File: src/rtl/mccpu_ctrl.sv
// Multi-cycle MIPS control FSM: per-state strobes for the shared ALU, memory, IR and GPR.
// Build option MEM_WAIT_EN: FETCH/MEMRD/MEMWR stall on mem_ready under a WAIT_TIMEOUT watchdog.
module mccpu_ctrl #(
  parameter int unsigned WAIT_TIMEOUT = 15
) (
  input  logic       clk,
  input  logic       rstn,
  input  logic [5:0] Op,
  input  logic [5:0] Funct,
  input  logic       Zero,
`ifdef MEM_WAIT_EN
  input  logic       mem_ready,
`endif
  output logic       PCWrite,
  output logic       IRWrite,
  output logic       IorD,
  output logic       RegWrite,
  output logic       MemWrite,
  output logic       EXTOp,
  output logic       ALUSrcA,
  output logic [1:0] ALUSrcB,
  output logic [2:0] ALUOp,
  output logic [1:0] NPCOp,
  output logic [1:0] GPRSel,
  output logic [1:0] WDSel,
  output logic       illegal,
  output logic       mem_err,
  output logic [3:0] state
);
  localparam int unsigned CNT_W = 8;
  localparam logic [CNT_W-1:0] CNT_LAST = CNT_W'(WAIT_TIMEOUT - 1);

  localparam logic [2:0] ALU_NOP  = 3'b000;
  localparam logic [2:0] ALU_ADD  = 3'b001;
  localparam logic [2:0] ALU_SUB  = 3'b010;
  localparam logic [2:0] ALU_AND  = 3'b011;
  localparam logic [2:0] ALU_OR   = 3'b100;
  localparam logic [2:0] ALU_SLT  = 3'b101;
  localparam logic [2:0] ALU_SLTU = 3'b110;

  localparam logic [5:0] OP_RTYPE = 6'h00;
  localparam logic [5:0] OP_J     = 6'h02;
  localparam logic [5:0] OP_JAL   = 6'h03;
  localparam logic [5:0] OP_BEQ   = 6'h04;
  localparam logic [5:0] OP_ADDI  = 6'h08;
  localparam logic [5:0] OP_ORI   = 6'h0D;
  localparam logic [5:0] OP_LW    = 6'h23;
  localparam logic [5:0] OP_SW    = 6'h2B;

  localparam logic [5:0] F_ADD  = 6'h20;
  localparam logic [5:0] F_ADDU = 6'h21;
  localparam logic [5:0] F_SUB  = 6'h22;
  localparam logic [5:0] F_SUBU = 6'h23;
  localparam logic [5:0] F_AND  = 6'h24;
  localparam logic [5:0] F_OR   = 6'h25;
  localparam logic [5:0] F_SLT  = 6'h2A;
  localparam logic [5:0] F_SLTU = 6'h2B;

  typedef enum logic [3:0] {
    S_FETCH  = 4'd0,
    S_DECODE = 4'd1,
    S_MEMADR = 4'd2,
    S_MEMRD  = 4'd3,
    S_MEMWB  = 4'd4,
    S_MEMWR  = 4'd5,
    S_REXEC  = 4'd6,
    S_IEXEC  = 4'd7,
    S_ALUWB  = 4'd8,
    S_BRANCH = 4'd9,
    S_JUMP   = 4'd10
  } state_e;

  state_e           state_q, state_n;
  logic [CNT_W-1:0] cnt_q, cnt_n;
  logic             mem_rdy;
  logic             mem_st;
  logic             r_ok;
  logic [2:0]       r_alu;

`ifdef MEM_WAIT_EN
  assign mem_rdy = mem_ready;
`else
  assign mem_rdy = 1'b1;
`endif

  assign state = state_q;

  // R-type function decode; r_ok flags a Funct this ISA implements
  always_comb begin
    r_ok  = 1'b1;
    r_alu = ALU_NOP;
    case (Funct)
      F_ADD, F_ADDU: r_alu = ALU_ADD;
      F_SUB, F_SUBU: r_alu = ALU_SUB;
      F_AND:         r_alu = ALU_AND;
      F_OR:          r_alu = ALU_OR;
      F_SLT:         r_alu = ALU_SLT;
      F_SLTU:        r_alu = ALU_SLTU;
      default:       r_ok  = 1'b0;
    endcase
  end

  always_comb begin
    state_n  = S_FETCH;
    cnt_n    = '0;
    mem_st   = 1'b0;
    PCWrite  = 1'b0;
    IRWrite  = 1'b0;
    IorD     = 1'b0;
    RegWrite = 1'b0;
    MemWrite = 1'b0;
    EXTOp    = 1'b0;
    ALUSrcA  = 1'b0;
    ALUSrcB  = 2'b00;
    ALUOp    = ALU_NOP;
    NPCOp    = 2'b00;
    GPRSel   = 2'b00;
    WDSel    = 2'b00;
    illegal  = 1'b0;
    mem_err  = 1'b0;
    case (state_q)
      S_FETCH: begin
        mem_st  = 1'b1;
        ALUSrcB = 2'b01;
        ALUOp   = ALU_ADD;
        PCWrite = mem_rdy;
        IRWrite = mem_rdy;
        state_n = S_DECODE;
      end
      S_DECODE: begin
        ALUSrcB = 2'b11;
        ALUOp   = ALU_ADD;
        EXTOp   = 1'b1;
        case (Op)
          OP_LW, OP_SW:    state_n = S_MEMADR;
          OP_RTYPE:        state_n = r_ok ? S_REXEC : S_FETCH;
          OP_ADDI, OP_ORI: state_n = S_IEXEC;
          OP_BEQ:          state_n = S_BRANCH;
          OP_J, OP_JAL:    state_n = S_JUMP;
          default:         state_n = S_FETCH;
        endcase
        illegal = (state_n == S_FETCH);
      end
      S_MEMADR: begin
        ALUSrcA = 1'b1;
        ALUSrcB = 2'b10;
        ALUOp   = ALU_ADD;
        EXTOp   = 1'b1;
        state_n = (Op == OP_SW) ? S_MEMWR : S_MEMRD;
      end
      S_MEMRD: begin
        mem_st  = 1'b1;
        IorD    = 1'b1;
        state_n = S_MEMWB;
      end
      S_MEMWB: begin
        RegWrite = 1'b1;
        GPRSel   = 2'b01;
        WDSel    = 2'b01;
      end
      S_MEMWR: begin
        mem_st   = 1'b1;
        IorD     = 1'b1;
        MemWrite = mem_rdy;
      end
      S_REXEC: begin
        ALUSrcA = 1'b1;
        ALUOp   = r_alu;
        state_n = S_ALUWB;
      end
      S_IEXEC: begin
        ALUSrcA = 1'b1;
        ALUSrcB = 2'b10;
        if (Op == OP_ORI) begin
          ALUOp = ALU_OR;
        end else begin
          ALUOp = ALU_ADD;
          EXTOp = 1'b1;
        end
        state_n = S_ALUWB;
      end
      S_ALUWB: begin
        RegWrite = 1'b1;
        GPRSel   = (Op == OP_RTYPE) ? 2'b00 : 2'b01;
      end
      S_BRANCH: begin
        ALUSrcA = 1'b1;
        ALUOp   = ALU_SUB;
        NPCOp   = 2'b01;
        PCWrite = Zero;
      end
      S_JUMP: begin
        PCWrite = 1'b1;
        NPCOp   = 2'b10;
        if (Op == OP_JAL) begin
          RegWrite = 1'b1;
          GPRSel   = 2'b10;
          WDSel    = 2'b10;
        end
      end
      default: state_n = S_FETCH;
    endcase

    // A memory state holds until ready; the watchdog abandons the access and refetches
    if (mem_st && !mem_rdy) begin
      if (cnt_q == CNT_LAST) begin
        mem_err = 1'b1;
        state_n = S_FETCH;
      end else begin
        cnt_n   = cnt_q + CNT_W'(1);
        state_n = state_q;
      end
    end

    // Strobes are quiet while reset is held so an aborted instruction leaves no write
    if (!rstn) begin
      PCWrite  = 1'b0;
      IRWrite  = 1'b0;
      IorD     = 1'b0;
      RegWrite = 1'b0;
      MemWrite = 1'b0;
      EXTOp    = 1'b0;
      ALUSrcA  = 1'b0;
      ALUSrcB  = 2'b00;
      ALUOp    = ALU_NOP;
      NPCOp    = 2'b00;
      GPRSel   = 2'b00;
      WDSel    = 2'b00;
      illegal  = 1'b0;
      mem_err  = 1'b0;
    end
  end

  always_ff @(posedge clk or negedge rstn) begin
    if (!rstn) begin
      state_q <= S_FETCH;
      cnt_q   <= '0;
    end else begin
      state_q <= state_n;
      cnt_q   <= cnt_n;
    end
  end

endmodule

File: config.mk
export PLATFORM = sky130hd
export DESIGN_NAME = mccpu_ctrl
export DESIGN_NICKNAME = d
export VERILOG_FILES = /design/src/rtl/mccpu_ctrl.sv
export SDC_FILE = /design/constraint.sdc
export NUM_CORES = 1
export LEC_CHECK = 0
export ABC_AREA = 1
export ABC_CLOCK_PERIOD_IN_PS = 4500
export CAP_MARGIN = 25
export CORE_MARGIN = 5
export CORE_UTILIZATION = 43
export CTS_BUF_LIST = sky130_fd_sc_hd__clkbuf_8 sky130_fd_sc_hd__clkbuf_16
export CTS_CLUSTER_SIZE = 14
export DETAILED_ROUTE_END_ITERATION = 8
export HOLD_SLACK_MARGIN = 0.1
export PLACE_DENSITY = 0.85
export REMOVE_ABC_BUFFERS = 1
export SLEW_MARGIN = 20
export SYNTH_ARGS = -nofsm -noshare
export SYNTH_HDL_FRONTEND = slang
export SYNTH_SLANG_ARGS = --single-unit
File: constraint.sdc
create_clock -name clk -period 4.5 [get_ports clk]
set_clock_uncertainty 0.1 [all_clocks]
set_input_delay 1.35 -clock clk [delete_from_list [all_inputs] [get_ports clk]]
set_output_delay 1.35 -clock clk [all_outputs]
set_load 0.01 [all_outputs]
==> results.sh, run 1 <==
export IMPL_status="completed"
export IMPL_netlist_area_sq_um=786
export IMPL_fmax_mhz=228
export IMPL_drt_iter0_drc=10
export IMPL_yosys_warnings=0
export IMPL_p_total_mw=0.374
export IMPL_cts_tree="yes"
export IMPL_grt_max_degree=11
export IMPL_seq_area_frac_synth=0.127
export IMPL_worstHoldStart="state[2]"
export IMPL_final_hold_viol_count=0
export IMPL_cp_max_fo=3
export IMPL_reg2reg_to="state[2]"
export IMPL_cp_required_ns=3.05
export IMPL_wl_mm=2.30
export IMPL_io_pins=39
export IMPL_period_share=0.973
export IMPL_cts_sinks=4
export IMPL_largest_reg_flops=4
export IMPL_holdPathStages=3
export IMPL_hpwl_mm=1.97
export IMPL_die_area_sq_um=2780
export IMPL_antenna_found_initial=0
export IMPL_vias_per_cell=4.96
export IMPL_areaGrowthSynthToFinish_pct=55.9
export IMPL_cts_root_buffer="clkbuf_8"
export IMPL_rsz0062_at_grt="no"
export IMPL_row_count=15
export IMPL_place_area_sq_um=1180
export IMPL_overflow=0
export IMPL_crit_arrival_ns=2.93
export IMPL_fin_util=0.709
export IMPL_fin_crit_ns=4.38
export IMPL_ir_drop_v=0.000275
export IMPL_syn_area_per_cell_sq_um=5.74
export IMPL_drtAntennaViolNets=0
export IMPL_core_area_sq_um=1730
export IMPL_gp_congestion=0.879
export IMPL_final_area_sq_um=1220
export IMPL_start_util=0.455
export IMPL_crit_type="input port to output port"
export IMPL_grt_pass1_wl_mm=3.65
export IMPL_netlist_instances=137
export IMPL_htree_levels=1
export IMPL_grt_pass1_vias=909
export IMPL_worst_r2r_path_depth=6
export IMPL_clockBufferDepth=2
export IMPL_setup_tns_final_ns=0
export IMPL_power_density_nw_per_um2=305
export IMPL_drive_above_1_share=0.199
export IMPL_vias=996
export IMPL_diodes=0
export IMPL_drc=0
export IMPL_layout_cells_non_filler=201
export IMPL_worstHoldPathType="flop to flop"
export IMPL_critPathLaunchType="input port"
export IMPL_synth_seq_cells=4
export IMPL_clk_latency_ns=0.22
export IMPL_reg2reg_from="state[1]"
export IMPL_fillers=158
export IMPL_synth_cell_types=28
export IMPL_drv_slew=0
export IMPL_end_kind="output port"
export IMPL_numPortBuffers=37
export IMPL_die_w_microns=52.7
export IMPL_cts_hold_buf=0
export IMPL_dr_pass1_iters=4
export IMPL_holdPathEnd="state[0]"
export IMPL_final_nets=193
export IMPL_p_leak_nw=0.625
export IMPL_track_usage=0.179
export IMPL_fp_dieH_microns=52.7
export IMPL_dp_cells=198
export IMPL_clk_pin_slew_ns=0.03
export IMPL_cts_made_buffers=3
export IMPL_reg2reg_slack_ns=3.15
export IMPL_setup_viol=0
export IMPL_wl_per_cell_microns=11.4
export IMPL_maxCapViolCount=0
## cell usage after synthesis
cell type,number,share of area
nor2_8,1,0.025
o21ai_2,1,0.011
a21oi_2,2,0.022
nor2_2,6,0.048
inv_1,21,0.10
buf_6,1,0.014
a211o_1,1,0.011
conb_1,1,0.0048
nand3_1,12,0.076
nand3b_1,1,0.0096
nand2_1,28,0.13
nand2_2,1,0.0080
o21ai_0,4,0.025
dfrtp_1,4,0.13
nor4_1,1,0.0080
a21oi_1,4,0.025
nor3b_2,1,0.016
a31oi_1,1,0.0080
nand4_1,4,0.032
buf_4,2,0.019
o21ai_1,2,0.013
nor2_4,5,0.072
inv_2,9,0.043
nor3_1,1,0.0064
nor2_1,19,0.091
nand3_2,2,0.025
nand2_4,1,0.014
o211ai_1,1,0.0096
## metrics by stage
step	hold slack [ns]	setup WS, ns
6_report	0.536	0.122
5_1_grt	0.585	0.00748
4_1_cts	0.537	0.0416
3_5_place_dp	0.539	-0.0186
3_3_place_gp	0.538	0.0184
2_1_floorplan	0.542	1.04
## area by class of cell
class | instances | area [sq um] | share of cell area
multi-input cells | 100 | 549 | 0.448
inverters | 30 | 113 | 0.0919
clock buffers | 3 | 41.3 | 0.0337
repair buffers | 39 | 390 | 0.319
flip-flops and latches | 4 | 100 | 0.0817
well taps | 25 | 31.3 | 0.0255
## critical path, cell delays in order
cell and delay [ns]:
clkdlybuf4s50_1 0.48, nor2_4 0.15, nand2_4 0.08, nor2_4 0.11
nand3_2 0.08, nand2_1 0.12, a21oi_2 0.06, clkdlybuf4s50_1 0.49
## layout by cell type (no fill, tap or decap), types with 2 or more instances in the layout
| cell | n |
|---|---|
| nand3_2 | 2 |
| o21ai_1 | 2 |
| nand4_1 | 4 |
| nand2_1 | 28 |
| o21ai_0 | 4 |
| inv_1 | 21 |
| buf_4 | 2 |
| a21oi_1 | 4 |
| nand3_1 | 12 |
| clkdlybuf4s50_1 | 32 |
| dlymetal6s2s_1 | 3 |
| nor2_4 | 5 |
| a21oi_2 | 2 |
| nor2_1 | 18 |
| clkbuf_8 | 3 |
| inv_2 | 9 |
| nor2_2 | 7 |
| dlygate4sd2_1 | 2 |
| dfrtp_1 | 4 |
## where the power goes
part	internal, mW	total (mW)	leakage, nW	switching (mW)
sequential	0.0448	0.0646	0.0531	0.0198
clock	0.0571	0.0770	0.0216	0.0199
combinational	0.109	0.232	0.551	0.123
total	0.211	0.374	0.625	0.162
## metal layers
layer	vias to the layer above	track usage	share of wire
li1	512	-	-
met1	443	0.177	0.39
met2	37	0.335	0.52
met3	4	0.0399	0.068
met4	0	0.106	0.021
met5	-	0	0
## kinds of logic after synthesis
family,share of synthesized area
buf+inv,0.177
other cells,0.00477
simple gates,0.565
flops,0.127
compound gates,0.126
## worst max path at each step
stage,startpoint,to
floorplan,Funct[4],ALUOp[0]
global placement,Funct[2],illegal
detailed placement,Funct[5],ALUOp[0]
CTS,Op[0],GPRSel[1]
global route,Op[3],GPRSel[1]
finish,Op[5],EXTOp
## timing repair
action / in CTS / in global routing
endpoints found under the setup margin: 2 / 5
gates resized for setup: 3 / 3
buffers inserted: 0 / 0
Note: power is estimated with default switching activity, not from simulation.
==> run 2: changes to the inputs <==
- REMOVE_ABC_BUFFERS: 1 -> not set
==> run 2 against run 1 <==
  * Power grew 0.28%
  * Global-route usage shrank 0.080 points
  * First-iteration DRC count grew 30%
  * Worst hold slack gained 0.027 ns
  * Critical path type unchanged
  * Setup slack lost 0.041 ns
  * Count of clock-buffer cells in the layout is the same
  * Combinational power is essentially flat
  * Clock power shrank 3.1%
  * Sequential share of layout area is essentially flat
  * Die area is the same
==> results.sh, run 2 (synthesis gave the netlist of run 1 again) <==
export IMPL_cp_required_ns=3.05
export IMPL_syn_nets=152
export IMPL_grt_max_degree=11
export IMPL_gp_congestion=0.889
export IMPL_rsz0062_at_grt="no"
export IMPL_layout_common_cells="34 x clkdlybuf4s50_1, 28 x nand2_1, 19 x inv_1"
export IMPL_drc=0
export IMPL_fp_dieH_microns=52.7
export IMPL_clk_pin_slew_ns=0.03
export IMPL_diodes=0
export IMPL_crit_arrival_ns=2.97
export IMPL_ir_drop_v=0.000279
export IMPL_crit_type="input port to output port"
export IMPL_clockBufferDepth=2
export IMPL_place_area_sq_um=1180
export IMPL_slowest_stage="clkdlybuf4s50_1"
export IMPL_grt_pass1_wl_mm=3.71
export IMPL_cp_top_family="buffers and inverters"
export IMPL_antenna_found_initial=0
export IMPL_fmax_mhz=226
export IMPL_largest_reg_flops=4
export IMPL_overflow=0
export IMPL_numPortBuffers=37
export IMPL_drt_iter0_drc=13
export IMPL_die_w_microns=52.7
export IMPL_vias_per_cell=4.89
export IMPL_die_area_sq_um=2780
export IMPL_reg2reg_from="state[1]"
export IMPL_track_usage=0.179
export IMPL_cts_sinks=4
export IMPL_drive_above_1_share=0.206
export IMPL_cts_made_buffers=3
export IMPL_final_nets=192
export IMPL_wl_mm=2.30
export IMPL_p_leak_nw=0.594
export IMPL_reg2reg_to="state[2]"
export IMPL_vias=978
export IMPL_worstHoldStart="state[2]"
export IMPL_fin_crit_ns=4.42
export IMPL_crit_top_cell="clkdlybuf4s50_1"
export IMPL_holdPathStages=3
export IMPL_setup_viol=0
export IMPL_worst_r2r_path_depth=6
export IMPL_critPathLaunchType="input port"
export IMPL_holdPathEnd="state[0]"
export IMPL_worstHoldPathType="flop to flop"
export IMPL_cpPeakStageDelay_ns=0.55
export IMPL_cts_root_buffer="clkbuf_8"
export IMPL_start_util=0.455
export IMPL_grt_pass1_vias=918
export IMPL_final_common_cell="clkdlybuf4s50_1"
export IMPL_areaGrowthSynthToFinish_pct=56.4
export IMPL_wl_per_cell_microns=11.5
export IMPL_p_total_mw=0.375
export IMPL_hpwl_mm=1.97
export IMPL_drtAntennaViolNets=0
export IMPL_path_cells="clkdlybuf4s50_1, nand3b_1, nor2_2, o21ai_0, a21oi_1, clkdlybuf4s50_1"
export IMPL_fin_util=0.712
export IMPL_post_cts_buffers=0
export IMPL_core_area_sq_um=1730
export IMPL_cts_tree="yes"
export IMPL_final_area_sq_um=1230
export IMPL_io_pins=39
export IMPL_status="completed"
export IMPL_htree_levels=1
export IMPL_reg2reg_slack_ns=3.20
export IMPL_dr_pass1_iters=4
export IMPL_period_share=0.982
export IMPL_row_count=15
export IMPL_drv_slew=0
export IMPL_fillers=163
export IMPL_path_buf_inv=2
export IMPL_cp_max_fo=4
export IMPL_final_hold_viol_count=0
export IMPL_clk_latency_ns=0.22
export IMPL_end_kind="output port"
export IMPL_maxCapViolCount=0
export IMPL_power_density_nw_per_um2=305
export IMPL_whs_ns=0.563
run 2: cell count changes in the layout (fill, tap and decap cells not counted):
cell / change
dlygate4sd2_1: -1
inv_1: -2
inv_2: +2
dlymetal6s2s_1: -1
buf_12: +1
buf_4: -2
clkdlybuf4s50_1: +2
run 2: final cells by class:
type	count	area, sq um	share of cell area
Clock buffer	3	41.3	0.0336
Inverter	30	113	0.0916
Multi-Input combinational cell	100	549	0.447
Sequential cell	4	100	0.0815
Tap cell	25	31.3	0.0255
Timing Repair Buffer	38	394	0.321
run 2: power by group:
part / switching [mW] / total, mW / internal, mW
sequential: 0.0203 / 0.0651 / 0.0448
combinational: 0.124 / 0.235 / 0.111
clock: 0.0176 / 0.0746 / 0.0569
run 2: worst max-delay path by stage:
stage	from	to	slack (ns)	cells past startpoint
2_1_floorplan	rstn	WDSel[1]	0.99	5
3_3_place_gp	Funct[2]	illegal	0.02	10
3_5_place_dp	Funct[5]	ALUOp[0]	-0.02	10
4_1_cts	Funct[5]	ALUOp[0]	0.006	10
5_1_grt	Op[4]	ALUOp[2]	0.006	7
6_report	Funct[0]	ALUOp[1]	0.08	6
run 2: metrics by stage:
step                cells  setup TNS (ns)  setup slack (ns)
floorplan             137               0             0.989
global placement      197               0            0.0165
detailed placement    197         -0.0215           -0.0166
CTS                   200               0           0.00597
global route          200               0           0.00602
finish                200               0            0.0811
run 2: repair_timing:
item	CTS	global route
endpoints found under the hold margin	0	0
hold buffers	0	0
gates resized for setup	2	4
pin swaps	0	1
endpoints found under the setup margin	2	5
run 2: per-layer routing:
metal / routed length (microns) / GRT usage / vias to the layer above
met5: 0 / 0 / -
met4: 36 / 0.0638 / 0
met3: 186 / 0.0484 / 4
met2: 1190 / 0.329 / 40
met1: 884 / 0.192 / 433
li1: - / - / 501
run 2: worst register-to-register path, stage by stage, from the launching register on:
cell     delay [ns]
dfrtp_1        0.53
inv_2          0.06
nor2_2         0.09
inv_2          0.05
nor2_1         0.24
nand2_1        0.09
nand3_1        0.08
==> run 3: changes to the inputs <==
- CORE_UTILIZATION: 43 -> 40
- PLACE_DENSITY: 0.85 -> 0.8
==> run 3 against run 2 <==
  * Combinational power hardly changed
  * Cell area stayed put
  * Count of clock-buffer cells in the layout stayed put
  * Routed wire length is 1.2% lower
  * Critical path depth is 4 higher
  * Die area is 6.1% higher
  * Largest cell class unchanged
  * Critical path type unchanged
  * Clock power is 6.0% higher
  * Highest routed layer unchanged
  * Global-route usage is 0.77 points lower
  * Sequential share of layout area stayed put
  * Setup slack worse by 0.059 ns
  * Worst hold slack better by 0.011 ns
  * Sequential power hardly changed
==> results.sh, run 3 (synthesis gave the netlist of run 1 again) <==
export IMPL_status="completed"
export IMPL_setup_viol=0
export IMPL_row_count=16
export IMPL_overflow=0
export IMPL_wl_per_cell_microns=11.2
export IMPL_hpwl_mm=2.00
export IMPL_critPathLaunchType="input port"
export IMPL_drt_iter0_drc=15
export IMPL_drc=0
export IMPL_die_area_sq_um=2950
export IMPL_fp_dieH_microns=54.3
export IMPL_grt_pass1_vias=894
export IMPL_fin_util=0.639
export IMPL_drtAntennaViolNets=0
export IMPL_largest_reg_flops=4
export IMPL_cp_max_fo=4
export IMPL_internal_power_mw=0.213
export IMPL_die_w_microns=54.3
export IMPL_layout_common_cells="33 x clkdlybuf4s50_1, 28 x nand2_1, 21 x inv_1"
export IMPL_ir_drop_v=0.000265
export IMPL_areaGrowthSynthToFinish_pct=56.4
export IMPL_cts_hold_buf=0
export IMPL_rsz0062_at_grt="yes"
export IMPL_place_area_sq_um=1180
export IMPL_reg2reg_to="state[2]"
export IMPL_end_kind="output port"
export IMPL_p_switching_mw=0.163
export IMPL_maxCapViolCount=0
export IMPL_io_pins=39
export IMPL_final_area_sq_um=1230
export IMPL_final_hold_viol_count=0
export IMPL_fin_crit_ns=4.48
export IMPL_final_common_cell="clkdlybuf4s50_1"
export IMPL_cts_tree="yes"
export IMPL_vias=980
export IMPL_swShare=0.434
export IMPL_vias_per_cell=4.83
export IMPL_clk_pin_slew_ns=0.04
export IMPL_grt_max_degree=11
export IMPL_worstHoldStart="state[0]"
export IMPL_fmax_mhz=223
export IMPL_crit_arrival_ns=3.03
export IMPL_worst_r2r_path_depth=6
export IMPL_diodes=0
export IMPL_dr_pass1_iters=4
export IMPL_cts_made_buffers=3
export IMPL_post_cts_buffers=0
export IMPL_numPortBuffers=37
export IMPL_htree_levels=1
export IMPL_cts_root_buffer="clkbuf_8"
export IMPL_worstHoldPathType="flop to flop"
export IMPL_final_nets=193
export IMPL_wl_mm=2.27
export IMPL_clk_latency_ns=0.23
export IMPL_power_density_nw_per_um2=306
export IMPL_grt_pass1_wl_mm=3.72
export IMPL_reg2reg_from="state[1]"
export IMPL_holdPathEnd="state[0]"
export IMPL_cp_required_ns=3.05
export IMPL_core_area_sq_um=1920
export IMPL_drv_slew=0
export IMPL_power_frac_seq=0.173
export IMPL_track_usage=0.171
export IMPL_syn_nets=152
export IMPL_start_util=0.409
export IMPL_clockBufferDepth=2
export IMPL_cts_sinks=4
export IMPL_holdPathStages=1
export IMPL_crit_type="input port to output port"
export IMPL_p_leak_nw=0.624
export IMPL_period_share=0.995
export IMPL_drive_above_1_share=0.199
export IMPL_antenna_found_initial=0
export IMPL_clockPowerShare=0.210
export IMPL_gp_congestion=0.816
export IMPL_reg2reg_slack_ns=3.17
export IMPL_p_comb_frac=0.617
## run 3: cell count changes in the layout (fill, tap and decap cells not counted), sizes merged
cell	previous run	this run
buf	1	2
clkdlybuf4s50	34	33
dlymetal6s2s	2	3
## run 3: worst max path at each step
stage	start	end	slack (ns)	depth (start not counted)
final	Funct[5]	ALUOp[0]	0.02	10
after global routing	Funct[5]	ALUOp[0]	-0.10	10
after CTS	Funct[5]	ALUOp[0]	0.004	10
after detailed placement	Funct[2]	illegal	-0.02	10
after global placement	Funct[2]	illegal	0.006	10
after floorplan	rstn	WDSel[1]	0.99	5
## run 3: through the flow
stage / std cells / setup WS, ns / power [mW] / setup TNS [ns] / hold WS [ns]
floorplan: 137 / 0.989 / 0.200 / 0 / 0.542
global placement: 200 / 0.00550 / 0.296 / 0 / 0.547
detailed placement: 200 / -0.0209 / 0.301 / -0.0209 / 0.566
CTS: 203 / 0.00377 / 0.381 / 0 / 0.573
global route: 203 / -0.102 / 0.405 / -0.102 / 0.601
finish: 203 / 0.0223 / 0.376 / 0 / 0.574
## run 3: area by class of cell
class	instances	area [sq um]
fill	199	693
multi-input combinational	100	549
timing repair buffer	39	392
inverter	30	113
sequential	4	100
clock buffer	3	41.3
tap	27	33.8
## run 3: layer usage
layer | track usage | wire length [microns]
met3 | 0.0218 | 97
met2 | 0.319 | 1210
met4 | 0.0747 | 51
met1 | 0.190 | 905
met5 | 0 | 0
## run 3: worst max-delay path: stages
cell and delay (ns):
clkdlybuf4s50_1 0.52, nand3_1 0.13, nor2_2 0.16, inv_1 0.05, nand3_1 0.08, nand2_1 0.05
nand3_1 0.06, nand2_1 0.05, inv_1 0.04, clkdlybuf4s50_1 0.52
## run 3: power by group through the flow
stage	combinational [mW]	clock (mW)	sequential, mW
3_3_place_gp	0.231	0	0.0646
2_1_floorplan	0.138	0	0.0621
6_report	0.232	0.0791	0.0652
3_5_place_dp	0.236	0	0.0656
5_1_grt	0.255	0.0825	0.0680
4_1_cts	0.234	0.0812	0.0652
## run 3: repair_timing
action                                  4_1_cts  5_1_grt
gates cloned                                  0        0
endpoints found under the setup margin        1        6
gates resized for setup                       1        4
